`config.mk`:
```
export PLATFORM = sky130hd
export DESIGN_NAME = int_manager_flat
export DESIGN_NICKNAME = d
export VERILOG_FILES = /design/src/rtl/int_manager_if.sv /design/src/rtl/int_manager.sv /design/src/flat_wrapper.sv
export SDC_FILE = /design/constraint.sdc
export NUM_CORES = 1
export LEC_CHECK = 0
export CAP_MARGIN = 10
export CORE_ASPECT_RATIO = 1.5
export CORE_MARGIN = 2
export CORE_UTILIZATION = 25
export DETAILED_ROUTE_END_ITERATION = 10
export GPL_TIMING_DRIVEN = 0
export SETUP_SLACK_MARGIN = 0.02
export SYNTH_ARGS = -nofsm -noshare
export SYNTH_HDL_FRONTEND = slang
export SYNTH_SLANG_ARGS = --single-unit
```
`constraint.sdc`:
```
create_clock -name clk -period 2.4 [get_ports clk]
set_input_delay 0.24 -clock clk [delete_from_list [all_inputs] [get_ports clk]]
set_output_delay 0.24 -clock clk [all_outputs]
set_load 0.02 [all_outputs]
```
`src/rtl/int_manager_if.sv`:
```
// int_manager_if: groups the CPU / interrupt-controller signals seen by
// int_manager.
//   slave  : int_manager side (requests and strobes in, control out)
//   master : CPU / controller side (drives requests, observes control)
interface int_manager_if #(
  parameter int VEC_W = 16
);
  logic             manager_irq;
  logic [VEC_W-1:0] int_addr;
  logic             instr_boundary;
  logic [VEC_W-1:0] pc_in;
  logic             rti;
  logic             epc_wr;
  logic [VEC_W-1:0] epc_wdata;
  logic             priv_lv;
  logic             cpu_stall;
  logic             pc_load;
  logic [VEC_W-1:0] pc_load_addr;
  logic [VEC_W-1:0] epc;
  logic [VEC_W-1:0] last_vec;
  logic             priv_fault;

  modport slave (
    input  manager_irq, int_addr, instr_boundary, pc_in, rti, epc_wr, epc_wdata,
    output priv_lv, cpu_stall, pc_load, pc_load_addr, epc, last_vec, priv_fault
  );

  modport master (
    output manager_irq, int_addr, instr_boundary, pc_in, rti, epc_wr, epc_wdata,
    input  priv_lv, cpu_stall, pc_load, pc_load_addr, epc, last_vec, priv_fault
  );
endinterface

```
`src/rtl/int_manager.sv`:
```
// int_manager: CPU-side interrupt responder. Takes the pending interrupt in
// user mode at an instruction boundary, saves the return PC, switches to
// system mode and redirects fetch; on RTI restores the PC and returns to
// user mode.
// Ports:
//   clk   : system clock, rising edge
//   rst_n : asynchronous active-low reset
//   bus   : int_manager_if.slave (requests, EPC write, PC redirect, status)
//
// state  | meaning
// SYS    | system mode, kernel running, EPC writable, RTI accepted
// USER   | user mode, interrupts taken at boundaries, privileged ops fault
// E_SAVE | entry: EPC/vector captured, pipeline stalled
// E_JUMP | entry: PC loaded with vector
// R_JUMP | return: PC loaded with EPC
module int_manager #(
  parameter int VEC_W = 16
) (
  input  logic         clk,
  input  logic         rst_n,
  int_manager_if.slave bus
);

  typedef enum logic [2:0] {
    SYS    = 3'd0,
    USER   = 3'd1,
    E_SAVE = 3'd2,
    E_JUMP = 3'd3,
    R_JUMP = 3'd4
  } state_t;

  state_t           state_q, state_d;
  logic [VEC_W-1:0] epc_q, epc_d;
  logic [VEC_W-1:0] last_vec_q, last_vec_d;
  logic             priv_fault_q, priv_fault_d;

  logic rti_at_bnd;
  assign rti_at_bnd = bus.rti & bus.instr_boundary;

  always_ff @(posedge clk or negedge rst_n) begin
    if (!rst_n) begin
      state_q      <= SYS;
      epc_q        <= '0;
      last_vec_q   <= '0;
      priv_fault_q <= 1'b0;
    end else begin
      state_q      <= state_d;
      epc_q        <= epc_d;
      last_vec_q   <= last_vec_d;
      priv_fault_q <= priv_fault_d;
    end
  end

  always_comb begin
    state_d      = state_q;
    epc_d        = epc_q;
    last_vec_d   = last_vec_q;
    priv_fault_d = 1'b0;
    unique case (state_q)
      SYS: begin
        // RTI wins over a coincident EPC write so the return uses the EPC
        // the kernel already committed.
        if (rti_at_bnd) begin
          state_d = R_JUMP;
        end else if (bus.epc_wr) begin
          epc_d = bus.epc_wdata;
        end
      end
      USER: begin
        // Faults never block a simultaneous interrupt entry.
        priv_fault_d = rti_at_bnd | bus.epc_wr;
        if (bus.manager_irq && bus.instr_boundary) begin
          state_d    = E_SAVE;
          epc_d      = bus.pc_in;
          last_vec_d = bus.int_addr;
        end
      end
      E_SAVE:  state_d = E_JUMP;
      E_JUMP:  state_d = SYS;
      R_JUMP:  state_d = USER;
      default: state_d = SYS;
    endcase
  end

  assign bus.priv_lv      = (state_q == USER);
  assign bus.cpu_stall    = (state_q == E_SAVE) || (state_q == E_JUMP) || (state_q == R_JUMP);
  assign bus.pc_load      = (state_q == E_JUMP) || (state_q == R_JUMP);
  assign bus.pc_load_addr = (state_q == E_JUMP) ? last_vec_q : epc_q;
  assign bus.epc          = epc_q;
  assign bus.last_vec     = last_vec_q;
  assign bus.priv_fault   = priv_fault_q;

endmodule

```
`src/flat_wrapper.sv`:
```
// flat-port wrapper written by rule: the top's interface ports become plain ports
module int_manager_flat 
#(
  parameter int VEC_W = 16
)
  (clk, rst_n, bus_manager_irq, bus_int_addr, bus_instr_boundary, bus_pc_in, bus_rti, bus_epc_wr, bus_epc_wdata, bus_priv_lv, bus_cpu_stall, bus_pc_load, bus_pc_load_addr, bus_epc, bus_last_vec, bus_priv_fault);
  int_manager_if #(.VEC_W(VEC_W)) bus_i ();
  input  logic clk;
  input  logic rst_n;
  input wire logic [$bits(bus_i.manager_irq)-1:0] bus_manager_irq;
  input wire logic [$bits(bus_i.int_addr)-1:0] bus_int_addr;
  input wire logic [$bits(bus_i.instr_boundary)-1:0] bus_instr_boundary;
  input wire logic [$bits(bus_i.pc_in)-1:0] bus_pc_in;
  input wire logic [$bits(bus_i.rti)-1:0] bus_rti;
  input wire logic [$bits(bus_i.epc_wr)-1:0] bus_epc_wr;
  input wire logic [$bits(bus_i.epc_wdata)-1:0] bus_epc_wdata;
  output wire logic [$bits(bus_i.priv_lv)-1:0] bus_priv_lv;
  output wire logic [$bits(bus_i.cpu_stall)-1:0] bus_cpu_stall;
  output wire logic [$bits(bus_i.pc_load)-1:0] bus_pc_load;
  output wire logic [$bits(bus_i.pc_load_addr)-1:0] bus_pc_load_addr;
  output wire logic [$bits(bus_i.epc)-1:0] bus_epc;
  output wire logic [$bits(bus_i.last_vec)-1:0] bus_last_vec;
  output wire logic [$bits(bus_i.priv_fault)-1:0] bus_priv_fault;
  assign bus_i.manager_irq = bus_manager_irq;
  assign bus_i.int_addr = bus_int_addr;
  assign bus_i.instr_boundary = bus_instr_boundary;
  assign bus_i.pc_in = bus_pc_in;
  assign bus_i.rti = bus_rti;
  assign bus_i.epc_wr = bus_epc_wr;
  assign bus_i.epc_wdata = bus_epc_wdata;
  assign bus_priv_lv = bus_i.priv_lv;
  assign bus_cpu_stall = bus_i.cpu_stall;
  assign bus_pc_load = bus_i.pc_load;
  assign bus_pc_load_addr = bus_i.pc_load_addr;
  assign bus_epc = bus_i.epc;
  assign bus_last_vec = bus_i.last_vec;
  assign bus_priv_fault = bus_i.priv_fault;
  int_manager #(.VEC_W(VEC_W)) u_core (.clk(clk), .rst_n(rst_n), .bus(bus_i));
endmodule
```
* Yosys cells after proc, flatten, opt, wreduce, memory -nomap -nowiden
Cells that the tools add are included. W data, S select, Z words.
Word-level totals: bits in registers 36, output and inout port bits 52, logic and storage cells 32
Cells by class: equal/unequal tests 8, mux-type cells 9, bitwise logic cells 2, reductions and logical operators 9
Operator list (number):
- $mux W16 | 4
- $pmux W16 S2 | 1
- $pmux W3 S4 | 1
- $eq A3 B2 Y1 const B | 2
- $mux W3 | 2
- $ne A2 B1 Y1 const B | 2
- $ne A2 B2 Y1 const B | 2
- $reduce_and A2 Y1 | 2
- $reduce_and A4 Y1 | 1
- $eq A3 B1 Y1 const B | 1
- $eq A3 B3 Y1 const B | 1
- $logic_not A3 Y1 | 1
- $logic_or A1 B1 Y1 | 3
- $reduce_bool A2 Y1 | 1
- $and A1 B1 Y1 | 1
- $logic_and A1 B1 Y1 | 1
- $mux W1 | 1
- $or A1 B1 Y1 | 1

* Longest topological paths before layout
Gate-level depths: netlist of the first run.
depth in word-level cells 3, depth in mapped cells 7, mapped depth without buffers 3

* Worst setup path before layout of the first run
No wires, ideal clock.
path type register to register, start reg u_core.state_q[1], end reg u_core.epc_q[0], in the netlist u_core.bus.epc[0], setup time 0.125 ns, arrival time 1.767 ns, required time 2.275 ns, path slack 0.508 ns, cell stages (with the launch flop) 7, path buffers 3, cell sequence dfrtp_1 -> buf_2 -> nor3b_1 -> buf_2 -> buf_2 -> mux2_2 -> mux2_2
Between the ends: longest elaborated chain between the ends 3, elaborated cells on any way between the ends 8, classes of those cells eq/ne: 4; mux: 1; reduce/logical: 3
Ends and longest elaborated chain:
- start: declaration | RTL line int_manager.sv:32 | state_t state_q, state_d;
- start signal: assignment | RTL line int_manager.sv:47 | state_q <= state_d;
- $eq A3 B1 Y1 (*)
- named net bus_priv_lv | RTL line flat_wrapper.sv:17 | output wire logic [$bits(bus_i.priv_lv)-1:0] bus_priv_lv;
- $ne A2 B1 Y1 (no source line) / $reduce_bool A2 Y1 (equally long branches)
- $reduce_and A4 Y1 (no source line)
- end signal: assignment | RTL line int_manager.sv:48 | epc_q <= epc_d;
- end: declaration | RTL line int_manager.sv:33 | logic [VEC_W-1:0] epc_q, epc_d;
Mark *: on every way through the listed nets, which the timed path passes. The rest lies on a longest branch. A chain may end at the register's enable or synchronous reset.

* Worst setup path in the final report of the first run
start reg u_core.state_q[2], end out bus_pc_load
Between the ends: longest elaborated chain between the ends 2, elaborated cells on any way between the ends 3, classes of those cells eq/ne: 2; reduce/logical: 1
Ends and longest elaborated chain:
- $eq A3 B2 Y1 / $eq A3 B3 Y1 (equally long branches) | RTL line int_manager.sv:87 | assign bus.pc_load = (state_q == E_JUMP) || (state_q == R_JUMP);
- $logic_or A1 B1 Y1 (*) | RTL line int_manager.sv:87
- end: declaration | RTL line flat_wrapper.sv:19 | output wire logic [$bits(bus_i.pc_load)-1:0] bus_pc_load;
Mark *: on every way between the ends. The rest lies on a longest branch, timed or not.

==> metrics.txt, run 1 <==
# TYPE chip_impl_metric gauge
chip_impl_info{name="outcome",value="finished, final reports clean"} 1
chip_impl_metric{name="pwr-share-seq",unit="%"} 27.8
chip_impl_metric{name="synth.ff_latch_count",unit=""} 36
chip_impl_metric{name="final_area",unit="um2"} 3100
chip_impl_metric{name="clockBufferDepth",unit=""} 2
chip_impl_metric{name="cell_count_after_placement",unit=""} 337
chip_impl_metric{name="setup.reg_to_reg.worst_slack",unit="ns"} 0.35
chip_impl_metric{name="tritoncts.num_buffers",unit=""} 5
chip_impl_metric{name="yosysUniqueCellTypes",unit=""} 21
chip_impl_info{name="critPathCaptureType",value="output port"} 1
chip_impl_metric{name="fp-row-count",unit=""} 38
chip_impl_info{name="tritoncts",value="built"} 1
chip_impl_metric{name="first_global_vias",unit=""} 1562
chip_impl_metric{name="powerDensity",unit="nW/um2"} 1310
chip_impl_info{name="synth.area.top_cells",value="dfrtp_1 (49%), mux2_2 (39%), a2111oi_4 (1.5%), buf_2 (1.4%), buf_6 (1.2%)"} 1
chip_impl_metric{name="setup-violations-final",unit=""} 0
chip_impl_metric{name="fin_crit_sh",unit="%"} 91.7
chip_impl_metric{name="globalRouteMet3Util",unit="%"} 2.87
chip_impl_metric{name="floorplan.die.width",unit="um"} 73.8
chip_impl_metric{name="worst_slew_margin",unit="%"} 45.2
chip_impl_info{name="yosys.area.top_type",value="dfrtp_1"} 1
chip_impl_metric{name="pwr-share-comb",unit="%"} 60.8
chip_impl_metric{name="critical_path_arrival",unit="ns"} 1.96
chip_impl_metric{name="finish.cell_count_without_fillers",unit=""} 345
chip_impl_metric{name="first_iter_violations",unit=""} 45
chip_impl_metric{name="fin_crit",unit="ns"} 2.20
chip_impl_metric{name="worstMarginPinSlew",unit="ns"} 0.822
chip_impl_metric{name="total_iterations_of_the_first_detailed_routing_run",unit=""} 4
chip_impl_metric{name="detailedPlacementHpwl",unit="um"} 3740
chip_impl_metric{name="route.detailed.drc",unit=""} 0
chip_impl_metric{name="clock_skew",unit="ns"} 0.00404
chip_impl_metric{name="grt_first_pass_wirelength",unit="um"} 8180
chip_impl_metric{name="required",unit="ns"} 2.16
chip_impl_info{name="cts.root.buffer_cell",value="clkbuf_8"} 1
chip_impl_metric{name="final-max-slew-violation-count",unit=""} 0
chip_impl_metric{name="initial_core_util",unit="%"} 25.5
chip_impl_info{name="timing.critical_path.from",value="u_core.state_q[2]"} 1
chip_impl_metric{name="power.share.switching",unit="%"} 38.7
chip_impl_metric{name="internal_power",unit="uW"} 2490
chip_impl_metric{name="seq_area_frac_synth",unit="%"} 49.2
chip_impl_metric{name="placed_cell_area",unit="um2"} 3000
chip_impl_metric{name="globalRouteMet1Util",unit="%"} 16.4
chip_impl_metric{name="clock_power_share",unit="%"} 11.4
chip_impl_metric{name="synth.avg_cell_area",unit="um2"} 13.9
chip_impl_metric{name="n_antenna_cell",unit=""} 0
chip_impl_metric{name="net-switching-power",unit="uW"} 1570
chip_impl_metric{name="ctsHoldBuffers",unit=""} 0
chip_impl_metric{name="maxCapViolations",unit=""} 0
chip_impl_info{name="critical_path_class",value="register to output port"} 1
chip_impl_metric{name="grt_antenna_before_repair",unit=""} 0
chip_impl_metric{name="crit_path_max_fanout",unit=""} 10
chip_impl_metric{name="ant_nets",unit=""} 0
chip_impl_metric{name="die_area",unit="um2"} 8030
chip_impl_metric{name="drive_gt1_share",unit="%"} 33.9
chip_impl_metric{name="totalPowerFinal",unit="uW"} 4060
chip_impl_metric{name="port_buffers",unit=""} 105
chip_impl_metric{name="netlist_area",unit="um2"} 1830
chip_impl_metric{name="floorplan.io_pins",unit=""} 106
chip_impl_metric{name="synth_cells",unit=""} 132
chip_impl_metric{name="synthDominantCellAreaShare",unit="%"} 49.2
chip_impl_metric{name="grt_util_met2",unit="%"} 23.4
chip_impl_info{name="regToRegStartpoint",value="u_core.state_q[0]"} 1
chip_impl_info{name="busiest_layer",value="met2"} 1
chip_impl_info{name="worst_r2r_endpoint",value="u_core.bus.epc[14]"} 1
chip_impl_metric{name="all_layer_global_routing_usage",unit="%"} 13.5
chip_impl_info{name="worstSetupStartpointType",value="register"} 1
chip_impl_metric{name="layout.nets",unit=""} 299
chip_impl_metric{name="clock.fmax",unit="GHz"} 0.454
chip_impl_metric{name="routed_via_density",unit=""} 4.22
chip_impl_metric{name="reg2reg_depth",unit=""} 4
chip_impl_metric{name="final_hold_viol_count",unit=""} 0
chip_impl_metric{name="globalplace.congestion",unit=""} 0.752
chip_impl_metric{name="coreArea",unit="um2"} 7180
chip_impl_info{name="worst_hold_path_type",value="input pin to async pin"} 1
chip_impl_metric{name="postRouteWirelength",unit="um"} 5130
chip_impl_metric{name="ir_worst_vdd",unit="uV"} 545
chip_impl_metric{name="synth-warning-count",unit=""} 0
chip_impl_metric{name="grt_start_max_net_pins",unit=""} 37
chip_impl_info{name="grt_setup_unrepaired",value="false"} 1
chip_impl_metric{name="leakagePower",unit="uW"} 0.00130
chip_impl_metric{name="clkLatencyLatePin",unit="ns"} 0.28
chip_impl_metric{name="grt_remaining_overflow",unit=""} 0
chip_impl_metric{name="synth_nets",unit=""} 186
chip_impl_metric{name="clkSinkCount",unit=""} 36
chip_impl_metric{name="floorplan.die.height",unit="um"} 109
chip_impl_metric{name="nFillCells",unit=""} 698
chip_impl_metric{name="ctsHtreeMaxLevel",unit=""} 2
chip_impl_metric{name="detailroute.via_count",unit=""} 1455
chip_impl_metric{name="routedWlPerCell",unit="um"} 14.9
chip_impl_metric{name="layout-area-overhead-vs-synth",unit="%"} 69.7
chip_impl_metric{name="clk_pin_slew_worst_paths",unit="ns"} 0.07
registers in the layout, indices dropped and copies added, names as in the netlist:
| register | cells |
|---|---|
| u_core.state_q | 3 |
| u_core.bus.last_vec | 16 |
| u_core.bus.priv_fault | 1 |
| u_core.bus.epc | 16 |
repair_timing:
action / 4_1_cts / 5_1_grt
buffers inserted: 1 / 0
pin swaps: 1 / 0
setup endpoints to repair: 18 / 3
resized for setup: 18 / 3
layer usage:
layer  vias to the layer above  wire [um]
met4                         0         68
li1                        698          -
met2                        55       2680
met5                         -          0
met1                       697       2090
met3                         5        295
layout make-up:
| cell class | count | area (um2) | share of cell area, % |
|---|---|---|---|
| buffer | 8 | 62.6 | 2.02 |
| multi-input combinational | 87 | 872 | 28.1 |
| timing repair buffer | 106 | 1040 | 33.6 |
| sequential | 36 | 901 | 29.0 |
| tap | 100 | 125 | 4.03 |
| clock buffer | 7 | 96.3 | 3.10 |
| inverter | 1 | 3.75 | 0.121 |
critical path, cell delays in order, from the launching register on:
cell and delay (ns):
dfrtp_1 0.36, buf_2 0.18, nor2b_1 0.19, nand2_2 0.09, buf_4 0.20, nand2_1 0.07
clkdlybuf4s50_1 0.59
cell usage after synthesis, drive strengths merged:
cell type and n:
a21oi 2, mux2 64, buf 8, o21ai 1, nand2 5, inv 1
nor2 2, and3b 1, dfrtp 36, nor2b 2, and3 1, nand3 1
nor3b 1, o22ai 1, and2b 1, a2111oi 1, nand2b 2, o21a 1
nor4 1
logic make-up (layout without fill, tap and decap cells):
logic type             count (synthesis)  count (layout)  share of synthesized area (%)
muxes                                 64              64                           39.4
DFF                                   36              36                           49.2
and+or+nand+nor                       17              17                           5.06
buffers and inverters                  9             122                           3.21
AOI/OAI and AO/OA                      6               6                           3.08
worst max-delay path by stage:
stage | end | slack (ns) | depth (start not counted)
after floorplan | u_core.bus.epc[0] | 0.51 | 6
after global placement | bus_pc_load_addr[8] | -0.14 | 5
after CTS | bus_pc_load_addr[4] | 0.03 | 6
after detailed placement | bus_pc_load_addr[10] | -0.11 | 5
final | bus_pc_load | 0.20 | 6
after global routing | bus_pc_load | 0.05 | 6
cells in the final DEF (no fill, tap or decap), drive strengths merged:
cell type and count:
clkdlybuf4s50 87, nand2 5, and3b 1, and3 1, o21ai 1, nor4 1
inv 1, dfrtp 36, dlymetal6s2s 3, clkbuf 7, and2b 1, nor3b 1
nor2 2, buf 10, nor2b 2, a21oi 2, mux2 64, nand2b 2
a2111oi 1, o21a 1, o22ai 1, dlygate4sd2 14, nand3 1
per-stage QoR:
step	hold slack (ns)	utilization [%]	TNS, ns	worst slack, ns
after floorplan	-0.0556	-	0	0.508
after global placement	0.516	41.9	-1.15	-0.137
after detailed placement	0.403	41.8	-0.945	-0.112
after CTS	0.0920	43.1	0	0.0267
after global routing	0.118	43.2	0	0.0532
final	0.0527	43.2	0	0.199
power by group through the flow:
stage	sequential, uW	combinational, uW	clock, uW
floorplan	1450	1080	0
global placement	1130	2590	0
detailed placement	1140	2590	0
CTS	1130	2520	485
global route	1190	2620	514
finish	1130	2470	465
(Power assumes the default switching activity.)
==> run 2: changes to the inputs <==
--- a/config.mk
+++ b/config.mk
@@ -11,6 +11,7 @@
 export CORE_UTILIZATION = 25
 export DETAILED_ROUTE_END_ITERATION = 10
 export GPL_TIMING_DRIVEN = 0
+export RECOVER_POWER = 25
 export SETUP_SLACK_MARGIN = 0.02
 export SYNTH_ARGS = -nofsm -noshare
 export SYNTH_HDL_FRONTEND = slang
==> metrics.txt, run 2 (synthesis results as in run 1) <==
# TYPE chip_impl_metric gauge
chip_impl_metric{name="first_iter_violations",unit=""} 45
chip_impl_metric{name="critical_path_arrival",unit="ns"} 1.96
chip_impl_metric{name="routed_via_density",unit=""} 4.22
chip_impl_metric{name="die_area",unit="um2"} 8030
chip_impl_metric{name="worstMarginPinSlew",unit="ns"} 1.97
chip_impl_metric{name="coreArea",unit="um2"} 7180
chip_impl_metric{name="ctsHoldBuffers",unit=""} 0
chip_impl_metric{name="route.detailed.drc",unit=""} 0
chip_impl_metric{name="ant_nets",unit=""} 0
chip_impl_metric{name="finish.cell_count_without_fillers",unit=""} 345
chip_impl_metric{name="ctsHtreeMaxLevel",unit=""} 2
chip_impl_info{name="layout_common_cells",value="clkdlybuf4s50_1 (87), mux2_2 (64), dfrtp_1 (36)"} 1
chip_impl_info{name="outcome",value="complete, but fails checks"} 1
chip_impl_metric{name="worst_slew_margin",unit="%"} -31.6
chip_impl_metric{name="clock_power_share",unit="%"} 11.4
chip_impl_metric{name="grt_antenna_before_repair",unit=""} 0
chip_impl_info{name="grt_setup_unrepaired",value="false"} 1
chip_impl_metric{name="detailedPlacementHpwl",unit="um"} 3740
chip_impl_metric{name="grt_first_pass_wirelength",unit="um"} 8180
chip_impl_metric{name="postRouteWirelength",unit="um"} 5130
chip_impl_info{name="critPathCaptureType",value="output port"} 1
chip_impl_metric{name="grt_start_max_net_pins",unit=""} 37
chip_impl_info{name="critical_path_class",value="register to output port"} 1
chip_impl_metric{name="internal_power",unit="uW"} 2490
chip_impl_metric{name="clkLatencyLatePin",unit="ns"} 0.28
chip_impl_info{name="tritoncts",value="built"} 1
chip_impl_metric{name="all_layer_global_routing_usage",unit="%"} 13.5
chip_impl_metric{name="fin_crit_sh",unit="%"} 91.7
chip_impl_metric{name="initial_core_util",unit="%"} 25.5
chip_impl_metric{name="cell_count_after_placement",unit=""} 337
chip_impl_metric{name="clock_skew",unit="ns"} 0.00404
chip_impl_metric{name="tritoncts.num_buffers",unit=""} 5
chip_impl_metric{name="pwr-share-seq",unit="%"} 27.8
chip_impl_info{name="worst_hold_path_type",value="input pin to async pin"} 1
chip_impl_metric{name="globalplace.congestion",unit=""} 0.752
chip_impl_metric{name="fp-row-count",unit=""} 38
chip_impl_metric{name="routedWlPerCell",unit="um"} 14.9
chip_impl_metric{name="setup_total_negative_slack",unit="ns"} 0
chip_impl_metric{name="ir_worst_vdd",unit="uV"} 545
chip_impl_metric{name="crit_path_max_fanout",unit=""} 10
chip_impl_metric{name="fin_crit",unit="ns"} 2.20
chip_impl_metric{name="n_antenna_cell",unit=""} 0
chip_impl_metric{name="total_iterations_of_the_first_detailed_routing_run",unit=""} 4
chip_impl_metric{name="floorplan.die.width",unit="um"} 73.8
chip_impl_metric{name="port_buffers",unit=""} 105
chip_impl_metric{name="final_hold_viol_count",unit=""} 0
chip_impl_metric{name="powerDensity",unit="nW/um2"} 1310
chip_impl_metric{name="totalPowerFinal",unit="uW"} 4060
chip_impl_metric{name="pwr-share-comb",unit="%"} 60.8
chip_impl_metric{name="layout.nets",unit=""} 299
chip_impl_info{name="worst_r2r_endpoint",value="u_core.bus.epc[14]"} 1
chip_impl_metric{name="clk_pin_slew_worst_paths",unit="ns"} 0.07
chip_impl_metric{name="drive_gt1_share",unit="%"} 33.5
chip_impl_metric{name="detailroute.via_count",unit=""} 1455
chip_impl_metric{name="clockBufferDepth",unit=""} 2
chip_impl_metric{name="layout-area-overhead-vs-synth",unit="%"} 69.6
chip_impl_metric{name="setup.reg_to_reg.worst_slack",unit="ns"} 0.35
chip_impl_metric{name="required",unit="ns"} 2.16
chip_impl_metric{name="first_global_vias",unit=""} 1562
chip_impl_metric{name="floorplan.die.height",unit="um"} 109
chip_impl_metric{name="whs",unit="ns"} 0.507
chip_impl_metric{name="floorplan.io_pins",unit=""} 106
chip_impl_info{name="mostFrequentLayoutCell",value="clkdlybuf4s50_1"} 1
chip_impl_metric{name="clock.fmax",unit="GHz"} 0.454
chip_impl_metric{name="final-max-slew-violation-count",unit=""} 37
chip_impl_metric{name="power.share.switching",unit="%"} 38.7
chip_impl_info{name="cts.root.buffer_cell",value="clkbuf_8"} 1
chip_impl_metric{name="leakagePower",unit="uW"} 0.00130
chip_impl_metric{name="utilization",unit="%"} 43.2
chip_impl_info{name="regToRegStartpoint",value="u_core.state_q[0]"} 1
chip_impl_info{name="worstSetupStartpointType",value="register"} 1
chip_impl_metric{name="setup-violations-final",unit=""} 0
chip_impl_metric{name="grt_remaining_overflow",unit=""} 0
chip_impl_metric{name="net-switching-power",unit="uW"} 1570
chip_impl_info{name="violations",value="max-capacitance violations, max-slew violations"} 1
chip_impl_metric{name="clkSinkCount",unit=""} 36
chip_impl_metric{name="reg2reg_depth",unit=""} 4
chip_impl_metric{name="maxCapViolations",unit=""} 1
[run 2: cell count changes in the layout (fill, tap and decap cells not counted), sizes merged]
cell / previous run / this run
buf: 10 / 9
clkbuf: 7 / 8
[run 2: power by group through the flow]
| stage | logic [uW] | registers (uW) | clock network [uW] |
|---|---|---|---|
| after floorplan | 1080 | 1450 | 0 |
| after global placement | 2590 | 1130 | 0 |
| after detailed placement | 2590 | 1140 | 0 |
| after CTS | 2520 | 1130 | 485 |
| after global routing | 2620 | 1190 | 514 |
| final | 2470 | 1130 | 465 |
[run 2: timing repair]
action	CTS	global route
setup endpoints to repair	18	3
resized for setup	18	3
pin swaps	1	0
buffers inserted	1	0
[run 2: per-layer routing]
metal | global-route usage [%] | share of wire (%) | vias up
li1 | - | - | 698
met1 | 16.4 | 41 | 697
met2 | 23.4 | 52 | 55
met3 | 2.87 | 5.7 | 5
met4 | 3.90 | 1.3 | 0
met5 | 0 | 0 | -
[run 2: critical path: stages, from the launching register on]
cell	delay [ns]
dfrtp_1	0.36
buf_2	0.18
nor2b_1	0.19
nand2_2	0.09
buf_4	0.20
nand2_1	0.07
clkdlybuf4s50_1	0.59
[run 2: worst max path at each step]
stage,start,to,cells after the start
floorplan,u_core.state_q[1],u_core.bus.epc[0],6
global placement,u_core.state_q[0],bus_pc_load_addr[8],5
detailed placement,u_core.state_q[0],bus_pc_load_addr[10],5
CTS,u_core.state_q[2],bus_pc_load_addr[4],6
global route,u_core.state_q[2],bus_pc_load,6
finish,u_core.state_q[2],bus_pc_load,6
[run 2: cell type report]
| class | count | area [um2] |
|---|---|---|
| Buffer | 8 | 62.6 |
| Tap cell | 100 | 125 |
| Fill cell | 698 | 4080 |
| Clock buffer | 7 | 96.3 |
| Multi-Input combinational cell | 87 | 872 |
| Timing Repair Buffer | 106 | 1040 |
| Sequential cell | 36 | 901 |
| Inverter | 1 | 3.75 |
[run 2: metrics by stage]
stage,area (um2),setup slack [ns]
CTS,3100,0.0267
floorplan,1830,0.508
global route,3100,0.0532
detailed placement,3000,-0.112
finish,3100,0.199
global placement,3010,-0.137
